$ cat src/rtl/sig_pkg.sv
// Shared types and constants for the out_data signature capture stage.
// Holds the FSM state enum, the sample width and the default MISR polynomial.
package sig_pkg;

  localparam int WIDTH = 96;

  localparam logic [WIDTH-1:0] POLY_DEF =
    96'h40000000_00028000_00000001;

  typedef enum logic [1:0] {
    S_IDLE = 2'd0,
    S_RUN  = 2'd1,
    S_HOLD = 2'd2
  } state_t;

endpackage

$ cat src/rtl/misr_reg.sv
// WIDTH-bit MISR register: load seeds it, step folds one sample in.
// Ports: clkin, rst_n, load/seed, step/data, sig (registered state).
module misr_reg #(
  parameter int              WIDTH = sig_pkg::WIDTH,
  parameter logic [WIDTH-1:0] POLY = sig_pkg::POLY_DEF
) (
  input  logic             clkin,
  input  logic             rst_n,
  input  logic             load,
  input  logic [WIDTH-1:0] seed,
  input  logic             step,
  input  logic [WIDTH-1:0] data,
  output logic [WIDTH-1:0] sig
);

  logic [WIDTH-1:0] fb;
  logic [WIDTH-1:0] nxt;

  assign fb  = sig[WIDTH-1] ? POLY : '0;
  assign nxt = {sig[WIDTH-2:0], 1'b0} ^ fb ^ data;

  always_ff @(posedge clkin or negedge rst_n) begin
    if (!rst_n) begin
      sig <= '0;
    end else if (load) begin
      sig <= seed;
    end else if (step) begin
      sig <= nxt;
    end
  end

endmodule

$ cat src/rtl/out_signature_misr.sv
// Compacts a programmed number of out_data samples into a MISR signature,
// counts rises of out_data[0], and offers both via valid/ready.
// Ports: clkin, rst_n, start_i/len_i/seed_i, data_valid_i/data_i,
//        sig_valid_o/sig_ready_i/sig_o, rise_cnt_o, busy_o.
module out_signature_misr #(
  parameter int               WIDTH = sig_pkg::WIDTH,
  parameter int               CNT_W = 16,
  parameter logic [WIDTH-1:0] POLY  = sig_pkg::POLY_DEF
) (
  input  logic             clkin,
  input  logic             rst_n,
  input  logic             start_i,
  input  logic [CNT_W-1:0] len_i,
  input  logic [WIDTH-1:0] seed_i,
  input  logic             data_valid_i,
  input  logic [WIDTH-1:0] data_i,
  output logic             sig_valid_o,
  input  logic             sig_ready_i,
  output logic [WIDTH-1:0] sig_o,
  output logic [CNT_W-1:0] rise_cnt_o,
  output logic             busy_o
);

  import sig_pkg::*;

  state_t           state_q;
  logic [CNT_W-1:0] rem_q;
  logic [CNT_W-1:0] rise_q;
  logic             prev_q;
  logic             load;
  logic             step;
  logic             rise;

  assign load = (state_q == S_IDLE) && start_i;
  assign step = (state_q == S_RUN) && data_valid_i;
  assign rise = data_i[0] && !prev_q;

  misr_reg #(
    .WIDTH (WIDTH),
    .POLY  (POLY)
  ) u_misr (
    .clkin (clkin),
    .rst_n (rst_n),
    .load  (load),
    .seed  (seed_i),
    .step  (step),
    .data  (data_i),
    .sig   (sig_o)
  );

  always_ff @(posedge clkin or negedge rst_n) begin
    if (!rst_n) begin
      state_q <= S_IDLE;
      rem_q   <= '0;
      rise_q  <= '0;
      prev_q  <= 1'b0;
    end else begin
      unique case (state_q)
        S_IDLE: begin
          if (start_i) begin
            rem_q   <= len_i;
            rise_q  <= '0;
            prev_q  <= 1'b0;
            state_q <= (len_i == '0) ? S_HOLD : S_RUN;
          end
        end
        S_RUN: begin
          if (data_valid_i) begin
            prev_q <= data_i[0];
            rem_q  <= rem_q - CNT_W'(1);
            if (rise && (rise_q != '1)) begin
              rise_q <= rise_q + CNT_W'(1);
            end
            if (rem_q == CNT_W'(1)) begin
              state_q <= S_HOLD;
            end
          end
        end
        S_HOLD: begin
          if (sig_ready_i) begin
            state_q <= S_IDLE;
          end
        end
        default: state_q <= S_IDLE;
      endcase
    end
  end

  // Outputs depend on registers only.
  assign sig_valid_o = (state_q == S_HOLD);
  assign busy_o      = (state_q != S_IDLE);
  assign rise_cnt_o  = rise_q;

endmodule

$ cat config.mk
export PLATFORM = sky130hd
export DESIGN_NAME = out_signature_misr
export DESIGN_NICKNAME = d
export VERILOG_FILES = /design/src/rtl/sig_pkg.sv /design/src/rtl/misr_reg.sv /design/src/rtl/out_signature_misr.sv
export SDC_FILE = /design/constraint.sdc
export NUM_CORES = 1
export LEC_CHECK = 0
export ABC_AREA = 1
export ABC_CLOCK_PERIOD_IN_PS = 2060
export CAP_MARGIN = 10
export CELL_PAD_IN_SITES_DETAIL_PLACEMENT = 1
export CELL_PAD_IN_SITES_GLOBAL_PLACEMENT = 1
export CORE_UTILIZATION = 31
export CTS_BUF_LIST = sky130_fd_sc_hd__clkbuf_8
export DETAILED_ROUTE_END_ITERATION = 8
export PLACE_DENSITY = 0.87
export SYNTH_ARGS = -nofsm -noshare
export SYNTH_HDL_FRONTEND = slang
export SYNTH_SLANG_ARGS = --single-unit
$ cat constraint.sdc
create_clock -name clkin -period 2.06 [get_ports clkin]
set_input_delay 0.412 -clock clkin [delete_from_list [all_inputs] [get_ports clkin]]
set_output_delay 0.412 -clock clkin [all_outputs]
set_load 0.02 [all_outputs]
# [After elaboration in Yosys (flattened, before gate mapping)]
# Cells that the tools add are included.
[totals] out_inout_bits=114 ff_bits=131
[op_classes] bitwise_logic=2 n_eq_ne=9 reduce_logical=13 n_addsub=2 mux=19
[op_table] op="$mux W96" count=2
[op_table] op="$xor A96 B96 Y96" count=2
[op_table] op="$mux W95" count=1
[op_table] op="$mux W16" count=5
[op_table] op="$pmux W16 S2" count=2
[op_table] op="$add A16 B1 Y16 const B" count=1
[op_table] op="$eq A16 B1 Y1 const B" count=1
[op_table] op="$logic_not A16 Y1" count=1
[op_table] op="$ne A16 B16 Y1 const B" count=1
[op_table] op="$sub A16 B1 Y16 const B" count=1
[op_table] op="$mux W2" count=5
[op_table] op="$reduce_and A4 Y1" count=2
[op_table] op="$ne A2 B1 Y1 const B" count=3
[op_table] op="$pmux W2 S3" count=1
[op_table] op="$reduce_bool A2 Y1" count=3
[op_table] op="$logic_and A1 B1 Y1" count=4
[op_table] op="$ne A2 B2 Y1 const B" count=2
[op_table] op="$reduce_and A3 Y1" count=1
[op_table] op="$eq A2 B1 Y1 const B" count=1
[op_table] op="$eq A2 B2 Y1 const B" count=1
[op_table] op="$logic_not A2 Y1" count=1
[op_table] op="$mux W1" count=2
[op_table] op="$pmux W1 S2" count=1
[op_table] op="$logic_not A1 Y1" count=1

# [Logic depth before layout (Yosys ltp)]
[depth] depth_word=6 mapped_depth=10 mapped_depth_nobuf=10

# [By module]
# A second synthesis with hierarchy kept.
[hier_totals] cells_unflattened=822 area_unflattened_um2=7214.4
[by_module_without_submodules] mod="misr_reg" cells_per_inst=444 area_each_um2=4753.3 n_inst=1 seq_area_each_um2=2402.3
[by_module_without_submodules] mod="out_signature_misr" cells_per_inst=378 area_each_um2=2461.1 n_inst=1 seq_area_each_um2=875.8

# [Least setup slack after synthesis]
# No wires, ideal clock.
[synth_timing] path_kind="register to register" from="reg rise_q[1] (netlist: rise_cnt_o[1])" to="reg rise_q[12] (netlist: rise_cnt_o[12])" arrival_time_ps=1610 path_slack_ps=385 t_required_ps=1995 period_less_slack_ps=1675 stages_incl_launch_ff=11 cell_sequence="dfrtp_1 > ha_1 > nand2_1 > nor2_4 > nand2_2 > o21ai_4 > nand2_4 > nand2_8 > buf_12 > nand2_1 > nand2_1"
[synth_between] elab_chain_len=4 word_cells_on_any_way=8
[synth_lines] element="from (decl)" line="out_signature_misr.sv:28" text="logic [CNT_W-1:0] rise_q;"
[synth_lines] element="from (signal assigned)" line="out_signature_misr.sv:72" text="rise_q <= rise_q + CNT_W'(1);"
[synth_lines] element="$add A16 B1 Y16 / $ne A16 B16 Y1 (equally long branches)" line="out_signature_misr.sv:72, out_signature_misr.sv:71"
[synth_lines] element="$mux W16 / $logic_and A1 B1 Y1 (equally long branches)" line="out_signature_misr.sv:71" text="if (rise && (rise_q != '1)) begin"
[synth_lines] element="$mux W16 / $ne A2 B1 Y1 (equally long branches)"
[synth_lines] element="$pmux W16 S2 / $reduce_and A4 Y1 (equally long branches)"
# Several ways; a longest one is shown, not always the timed one. The select of a mux whose other input is x is not followed.
# A chain may end at the register's enable or synchronous reset.

# [Worst setup path after layout]
[layout_timing] from="reg u_misr.sig[16]" to="out sig_o[16]"
[layout_rtl] element="from (decl)" line="misr_reg.sv:13" text="output logic [WIDTH-1:0] sig"
[layout_rtl] element="from (signal assigned)" line="misr_reg.sv:28" text="sig <= nxt;"
[layout_rtl] element="to (decl)" line="out_signature_misr.sv:19" text="output logic [WIDTH-1:0] sig_o,"
# No word-level cell between the ends.

==> run metrics <==
#FFs+latches synth=131; routed wire length=28100 um; Post-DRT Antenna Nets=0; WP data required=1.65 ns; Post-synth EDFFs=0; final critical-path required period=1.97 ns; Yosys Warn Count=0; post-DP HPWL=21800 um; CTS tree=built; top cells by count, synth=326 x nand2_1, 188 x o21ai_0, 131 x dfrtp_1, 95 x xnor2_1, 56 x nor2_1; largest net degree at the start of global routing=69; cell family with most CP delay=buffers and inverters; ant diodes=0; die width=159 um; # setup viols final=0; crit path kind=reg2out; core box area=24200 um2; Tot Pwr=16.7 mW; final worst slack=0.0925 ns; CP Launch Type=flop; leak pwr=5.01 nW; Max-cap violations=0; Fin. Hold Viols=0; CTS Root Cell=clkbuf_8; Synth area leaders=dfrtp_1 43%, nand2_1 16%, o21ai_0 12%; final net count=1532; clk_lat worst skew=0.43 ns; total negative setup slack=0 ns; number of CTS-inserted buffers=17; Syn Inst Count=999; post-synth top area share=42.8%; fraction of layout cells with a size suffix above 1=5.49%; initial core utilization=31.6%; clock slew at the register clock pins of the worst setup and hold paths=0.09 ns; postcts setup bufs=0; main flop type after synthesis=dfrtp_1; TritonRoute pass-1 iters=4; first-pass GRT wire length=45700 um; routed len/inst=17.0 um; ordered cell list for the critical path=clkdlybuf4s50_1; die height=159 um; Power Dens Cells=1420 nW/um2; # IOs=327; Vias=7972; top-count cell post-synth=nand2_1; Seq/Total Area, Yosys=42.8%; Initial DRC Count=368; FP Rows=57; DIE AREA=25300 um2; Crit Path Max Fanout=3; GR Overflow Total=0; area delta synth->final=53.2%; RePlAce Congestion=0.888; HP Class=in2async; initial antenna violation count=0; Synthesized Nets=1215; Setup Slack @ Placement=0.0743 ns; CP max stage delay=0.66 ns; H-tree levels=4; maximum clock frequency=508 MHz; Syn Std Cell Area=7650 um2; Buf+Inv Stages, Crit Path=1; RSZ-0062 raised after global routing=no; Netlist cell types=36; Buffers on Ports=326; CP arrival=1.56 ns; clk buf depth=2; Crit-path slowest cell=clkdlybuf4s50_1; crit share post-route=95.5%; max-slew violation count=0; clock sinks=131; headroom to the max-slew limit=67.7%; ys async rst share=100%; DR vias/cell=4.82; # fillers=2947; Remaining DRCs=0; CP endpoint kind=output port; status=finished, final reports clean; total track usage=22.6%; cell taking the most area after synthesis=dfrtp_1; Max VDD drop=0.839 mV; Avg Synthesized Cell Area=7.66 um2; vias in the first global route=8630; Slew @ Worst Pin=0.485 ns; clk_skew=0.0181 ns
==> per-layer routing <==
layer  part of all wire [%]  vias to the layer above  routed length, um  track usage [%]
li1                       -                     3861                  -                -
met4                    2.6                        0                731             7.91
met2                     51                      262              14400             40.3
met1                     40                     3808              11300             26.2
met5                      0                        -                  0                0
met3                    6.0                       41               1690             5.47
==> repair_timing <==
action                     CTS  global route
cloned                       0             0
hold endpoints to repair    42             0
resized for setup            3             1
hold buffers                 1             0
setup endpoints to repair    2             1
==> worst paths after layout <==
kind,startpoint,slack (ns),cells past startpoint,end
setup / recovery,u_misr.sig[16],0.09,1,sig_o[16]
hold / removal,rst_n,0.49,2,rem_q[14]
setup reg to reg,rem_q[0],0.27,10,rem_q[14]
hold reg to reg,prev_q,0.49,2,prev_q
max in group asynchronous,rst_n,0.90,3,u_misr.sig[46]
min in group clkin,prev_q,0.49,2,prev_q
==> power by group <==
group | switching, mW | total (mW) | internal (mW) | leakage [nW]
Sequential | 1.28 | 5.04 | 3.75 | 1.62
Clock | 1.13 | 2.13 | 0.998 | 0.188
Combinational | 5.28 | 9.49 | 4.21 | 3.20
==> layout make-up <==
type                            instances  area (um2)  area share [%]
Clock inverter                         14         128            1.09
Sequential cell                       131        3280            28.0
Timing Repair Buffer                  351        3540            30.2
Tap cell                              324         405            3.46
Inverter                               41         159            1.36
Clock buffer                           18         248            2.11
Multi-Input combinational cell        774        3970            33.8
==> cells in the final DEF (no fill, tap or decap), types with 2 or more instances in the layout <==
cell	Yosys	layout
a21oi_1	4	4
a21oi_2	2	2
a22oi_1	3	3
buf_12	1	7
buf_4	1	17
clkbuf_8	0	18
clkdlybuf4s50_1	0	322
clkinv_2	0	2
clkinv_4	0	3
clkinvlp_4	0	3
dfrtp_1	131	131
dlygate4sd2_1	0	2
ha_1	3	3
inv_1	40	41
inv_6	0	5
nand2_1	326	326
nand2_2	3	2
nand2_8	2	3
nand3_1	27	27
nand3b_1	2	2
nand4_1	11	11
nor2_1	56	56
nor2_4	2	3
o211ai_1	2	2
o21ai_0	188	188
o21ai_1	20	20
o21bai_1	4	4
o22ai_1	3	3
or2_2	2	2
xnor2_1	95	95
xor2_1	10	10
==> kinds of logic after synthesis <==
group / share of synthesized area [%]
AND/OR/NAND/NOR: 23.3
XOR/XNOR: 12.0
adder cells (fa/ha/maj): 0.490
flip-flops: 42.8
AO/OA/AOI/OAI: 15.8
buffers and inverters: 5.59
==> sequential cells by signal (all words and copies together), names as in the netlist <==
name	count
prev_q	1
rem_q	16
rise_cnt_o	16
state_q	2
u_misr.sig	96
==> metrics by stage <==
| stage | cells | utilization [%] | instance area [um2] | hold WS, ns |
|---|---|---|---|---|
| after floorplan | 999 | - | 7650 | 0.116 |
| after global placement | 1620 | 46.7 | 11300 | 0.392 |
| after detailed placement | 1620 | 46.7 | 11300 | 0.398 |
| after CTS | 1653 | 48.3 | 11700 | 0.473 |
| after global routing | 1653 | 48.4 | 11700 | 0.503 |
| final | 1653 | 48.4 | 11700 | 0.492 |
Power figures use the tool's default switching activity.
